`config.mk`:
```
export PLATFORM = sky130hd
export DESIGN_NAME = reg_file_4x8
export DESIGN_NICKNAME = d
export VERILOG_FILES = /design/src/rtl/reg_file_4x8.sv
export SDC_FILE = /design/constraint.sdc
export NUM_CORES = 1
export LEC_CHECK = 0
export ABC_AREA = 1
export CORE_MARGIN = 5
export CORE_UTILIZATION = 64
export CTS_BUF_LIST = sky130_fd_sc_hd__clkbuf_2
export DETAILED_ROUTE_END_ITERATION = 8
export PLACE_DENSITY = 0.94
export REMOVE_ABC_BUFFERS = 1
export SYNTH_ARGS = -nofsm -noshare
export SYNTH_HDL_FRONTEND = slang
export SYNTH_SLANG_ARGS = --single-unit
```
`constraint.sdc`:
```
create_clock -name clk -period 4.5 [get_ports clk]
set_input_delay 0.9 -clock clk [delete_from_list [all_inputs] [get_ports clk]]
set_output_delay 0.9 -clock clk [all_outputs]
set_load 0.02 [all_outputs]
```
`src/rtl/reg_file_4x8.sv`:
```
// Four-entry register file with per-register enable, shared inc/dec/load/clear
// operation, two combinational read ports and a registered wrap flag.
module reg_file_4x8 #(
  parameter int               WIDTH   = 8,
  parameter logic [WIDTH-1:0] RST_VAL = 8'h00
) (
  input  logic             clk,
  input  logic             rst_n,
  input  logic [WIDTH-1:0] data_in,
  input  logic [1:0]       fun_sel,
  input  logic [3:0]       reg_en,
  input  logic [1:0]       sel_a,
  input  logic [1:0]       sel_b,
  output logic [WIDTH-1:0] out_a,
  output logic [WIDTH-1:0] out_b,
  output logic             wrap
);

  localparam logic [1:0] FN_DEC = 2'b00;
  localparam logic [1:0] FN_INC = 2'b01;
  localparam logic [1:0] FN_LD  = 2'b10;
  localparam logic [1:0] FN_CLR = 2'b11;

  localparam logic [WIDTH-1:0] ONES = '1;
  localparam logic [WIDTH-1:0] ONE  = WIDTH'(1);

  logic [WIDTH-1:0] r_q [4];
  logic [WIDTH-1:0] r_d [4];
  logic             wrap_q;
  logic             wrap_d;

  // wrap only reflects counting roll-over, never load/clear values
  always_comb begin
    wrap_d = 1'b0;
    for (int i = 0; i < 4; i++) begin
      r_d[i] = r_q[i];
      if (reg_en[i]) begin
        unique case (fun_sel)
          FN_DEC: begin
            r_d[i] = r_q[i] - ONE;
            if (r_q[i] == '0) wrap_d = 1'b1;
          end
          FN_INC: begin
            r_d[i] = r_q[i] + ONE;
            if (r_q[i] == ONES) wrap_d = 1'b1;
          end
          FN_LD:  r_d[i] = data_in;
          FN_CLR: r_d[i] = '0;
          default: r_d[i] = r_q[i];
        endcase
      end
    end
  end

  always_ff @(posedge clk or negedge rst_n) begin
    if (!rst_n) begin
      for (int i = 0; i < 4; i++) r_q[i] <= RST_VAL;
      wrap_q <= 1'b0;
    end else begin
      for (int i = 0; i < 4; i++) r_q[i] <= r_d[i];
      wrap_q <= wrap_d;
    end
  end

  assign out_a = r_q[sel_a];
  assign out_b = r_q[sel_b];
  assign wrap  = wrap_q;

endmodule

```
# After elaboration in Yosys (flattened, before gate mapping)

Cells that the tools add are included.

Bits in registers: 33
Input bits: 20
Logic and storage cells: 55

$add $sub $neg: 8
Magnitude comparators: 2
Eq/ne operators: 7
Mux-type cells: 26
Bitwise operators: 2
Reductions and logical operators: 5

Operators with widths:

| cell                                                                  | count |
|---|---|
| 8-bit case mux with 4 select lines                                    | 4 |
| 8-bit by 1-bit adder with 8-bit output, second input constant         | 4 |
| 8-bit binary-select mux with 2-bit select                             | 2 |
| 8-bit equality test, second input constant                            | 4 |
| 8-bit logical NOT                                                     | 4 |
| 8-bit 2-to-1 mux                                                      | 4 |
| 8-bit by 1-bit subtractor with 8-bit output, second input constant    | 4 |
| 1-bit 2-to-1 mux                                                      | 12 |
| 1-bit case mux with 2 select lines                                    | 4 |
| 3-bit greater-or-equal comparator, second input constant              | 2 |
| 2-bit NOT with 3-bit output                                           | 2 |
| 2-bit equality test, second input constant                            | 2 |
| 2-bit by 1-bit equality test with 1-bit output, second input constant | 1 |
| 2-bit logical NOT                                                     | 1 |

# Logic depth before layout (Yosys ltp)

Word-level depth: 13
Gate-level depth with buffers: 12

# Least setup slack after synthesis

Ideal clock, no wire load.

Path type: in2out
Start: input sel_b[0]
End: output out_b[5]
Arrival: 1.643 ns
Slack: 1.957 ns
Stages: 3
Path buffers: 1
Path through: clkbuf_1 > o21ai_0 > o22ai_1

Cells in the longest elaborated chain, start to end: 4

RTL lines:

| what                                                 | RTL line | text |
|---|---|---|
| from (decl)                                          | 13       | `input logic [1:0] sel_b,` |
| 2-bit NOT with 3-bit output (implied by the code)    | 66       | `assign out_b = r_q[sel_b];` |
| 8-bit binary-select mux with 2-bit select            | 66       |  |
| 8-bit 2-to-1 mux (implied by the code) (2 in series) | 66       |  |
| to (decl)                                            | 15       | `output logic [WIDTH-1:0] out_b,` |

Every way passes these cells. The select of a mux whose other input is x is not followed.

# Final worst setup path

Start: input sel_b[0]
End: output out_b[7]

The elaborated chain is that of the path after synthesis.

==> results.sh <==
export IMPL_status="finished with violations"
export IMPL_violations="design-rule violations"
export IMPL_tns_ns=0
export IMPL_ys_warn_count=0
export IMPL_grt_antenna_before_repair=0
export IMPL_postCtsHoldBufs=0
export IMPL_syn_avg_cell_area_um2=6.04
export IMPL_detail_route_antenna_nets=0
export IMPL_clockBufferDepth=2
export IMPL_area_growth_pct=12.9
export IMPL_synth_edff_count=0
export IMPL_ys_ff_latch=33
export IMPL_hpwl_um=7470
export IMPL_cts_sinks=33
export IMPL_p_leak_nw=2.05
export IMPL_regArea_um2=826
export IMPL_fin_crit_sh_pct=84.6
export IMPL_finalWorstSetupSlack_ns=0.691
export IMPL_dieArea_um2=7060
export IMPL_worst_pin_slew_ns=0.587
export IMPL_grt_start_max_net_pins=34
export IMPL_min_path_cells=2
export IMPL_clock_latency_ns=0.39
export IMPL_critPathRequiredTime_ns=3.60
export IMPL_cp_arrival_ns=2.91
export IMPL_max_cap_viol_count=0
export IMPL_whs_ns=0.643
export IMPL_grt_usage_pct=29.8
export IMPL_cts_buffers=5
export IMPL_p_per_area_nw_per_um2=337
export IMPL_clk_pin_slew_ns=0.18
export IMPL_skew_ns=0.0189
export IMPL_multi_input_area_um2=2320
export IMPL_synth_ff_type="dfrtp_1"
export IMPL_grt_overflow=0
export IMPL_clock_fmax_mhz=263
export IMPL_wirelength_um=10200
export IMPL_maxSlewHeadroom_pct=60.7
export IMPL_setup_worst_path_end_class="output pin"
export IMPL_num_vias=3970
export IMPL_yosysUniqueCellTypes=29
export IMPL_place_ws_ns=0.798
export IMPL_setup_viol=0
export IMPL_p_total_mw=1.33
export IMPL_drc=1
export IMPL_initial_core_util_pct=64.9
export IMPL_cts_tree="built"
export IMPL_cts_max_level=2
export IMPL_ir_drop_mv=0.201
export IMPL_io_pins=37
export IMPL_core_area_um2=5410
export IMPL_syn_inst=581
export IMPL_fillCellCount=450
export IMPL_crit_type="in -> out"
export IMPL_max_stage_delay_ns=0.64
export IMPL_rsz0062_at_grt="false"
export IMPL_netlist_area_um2=3510
export IMPL_synth_seq_area_share_pct=23.5
export IMPL_root_buffer="clkbuf_2"
export IMPL_grt_pass1_vias=3686
export IMPL_std_cell_rows=27
export IMPL_timing_final_crit_period_ns=3.81
export IMPL_n_antenna_cell=0
export IMPL_first_pass_iters=9
export IMPL_rr_worst_depth=9
export IMPL_crit_path_cell_trace="clkdlybuf4s50_1 > buf_4 > clkinv_1 > o21ai_0 > a21oi_1 > a21oi_1 > clkdlybuf4s50_1"
export IMPL_hold_viol=0
export IMPL_drt_initial_drc_count=390
export IMPL_cp_slowest_cell="clkdlybuf4s50_1"
export IMPL_drive_above_1_share_pct=3.59
export IMPL_min_path_type="reg -> reg"
export IMPL_nNetsFinal=661
export IMPL_die_x_um=84.1
export IMPL_drv_slew=0
export IMPL_cp_max_fo=14
export IMPL_die_h_um=84.1
export IMPL_cts_resized_gates=0
export IMPL_gp_congestion=0.934
export IMPL_numPortBuffers=36
export IMPL_grt_pass1_wl_um=17300
export IMPL_viasPerCell=5.80
export IMPL_cts_setup_buffers=0
export IMPL_wire_per_inst_um=14.9
export IMPL_crit_path_start_kind="primary input"
export IMPL_synth_async_sr_flop_share_pct=100
==> final timing paths <==
path / from / endpoint / slack [ns]
max: sel_b[0] / out_b[7] / 0.69
min: r_q[11] / r_q[11] / 0.64
max reg2reg: r_q[24] / r_q[28] / 2.68
min reg2reg: r_q[11] / r_q[11] / 0.64
max in group asynchronous: rst_n / r_q[23] / 3.26
min in group asynchronous: rst_n / r_q[6] / 0.89
==> logic make-up (layout without fill, tap and decap cells) <==
group | Yosys count | after routing | share of synthesized area, %
AND/OR/NAND/NOR | 319 | 319 | 38.8
AO/OA/AOI/OAI | 108 | 108 | 16.1
buffers and inverters | 91 | 123 | 10.2
flip-flops | 33 | 33 | 23.5
adder cells (fa/ha/maj) | 28 | 28 | 10.8
XOR/XNOR | 2 | 2 | 0.499
==> layout by cell type, fill, tap and decap left out, types with 2 or more instances in the layout <==
master	n
or2_2	5
and2_1	4
o21ai_0	43
buf_4	6
inv_1	70
clkinv_1	3
a31oi_1	5
or2_1	4
nor2_1	78
nand3b_1	11
inv_4	2
nor3_1	3
a21oi_1	48
fa_1	4
dfrtp_1	33
clkbuf_2	6
ha_1	24
nand2_1	168
o22ai_1	10
or2_0	4
clkdlybuf4s50_1	36
nand3_1	38
xnor2_1	2
==> report_power, final <==
part           switching (mW)  total [mW]  internal [mW]  leakage [nW]
sequential              0.113       0.464          0.350         0.392
combinational           0.420       0.725          0.305          1.64
clock                   0.109       0.146         0.0363        0.0265
total                   0.643        1.33          0.691          2.05
==> routing by layer <==
layer  vias up  wire length (um)  track usage (%)
li1       1939                 -                -
met1      1784              4210             39.5
met2       211              4650             47.3
met3        36              1010             5.73
met4         0               371             12.6
met5         -                 0                0
==> critical path, delay by kind of cell <==
family	cells	cell delay, ns
buffers and inverters	4	1.50
AO/OA/AOI/OAI	3	0.51
==> synthesized netlist by cell type (all sizes together), types with 9 or more instances <==
cell	n	area share [%]
dfrtp	33	24
nand3b	11	2.4
nor2	79	8.7
clkbuf	9	0.96
or2	13	2.3
a21oi	49	7.1
o22ai	10	1.8
o21ai	43	6.1
nand2	169	19
inv	72	7.8
ha	24	8.6
nand3	38	5.4
==> state kept, by name, summed over array words and instances, names as in the netlist <==
name / count
wrap: 1
r_q: 32
==> area by class of cell <==
class | count | share of cell area [%]
well taps | 72 | 2.27
clock inverters | 1 | 0.0947
flip-flops and latches | 33 | 20.8
inverters | 74 | 7.14
clock buffers | 6 | 0.758
repair buffers | 42 | 10.2
multi-input cells | 457 | 58.7
==> metrics by stage <==
stage	std cells	area, um^2	util [%]
3_3_place_gp	678	3930	72.7
3_5_place_dp	678	3930	72.7
6_report	685	3960	73.3
4_1_cts	685	3960	73.3
5_1_grt	685	3960	73.3
2_1_floorplan	564	3430	-
No activity file was read; power rests on OpenSTA's default activity.
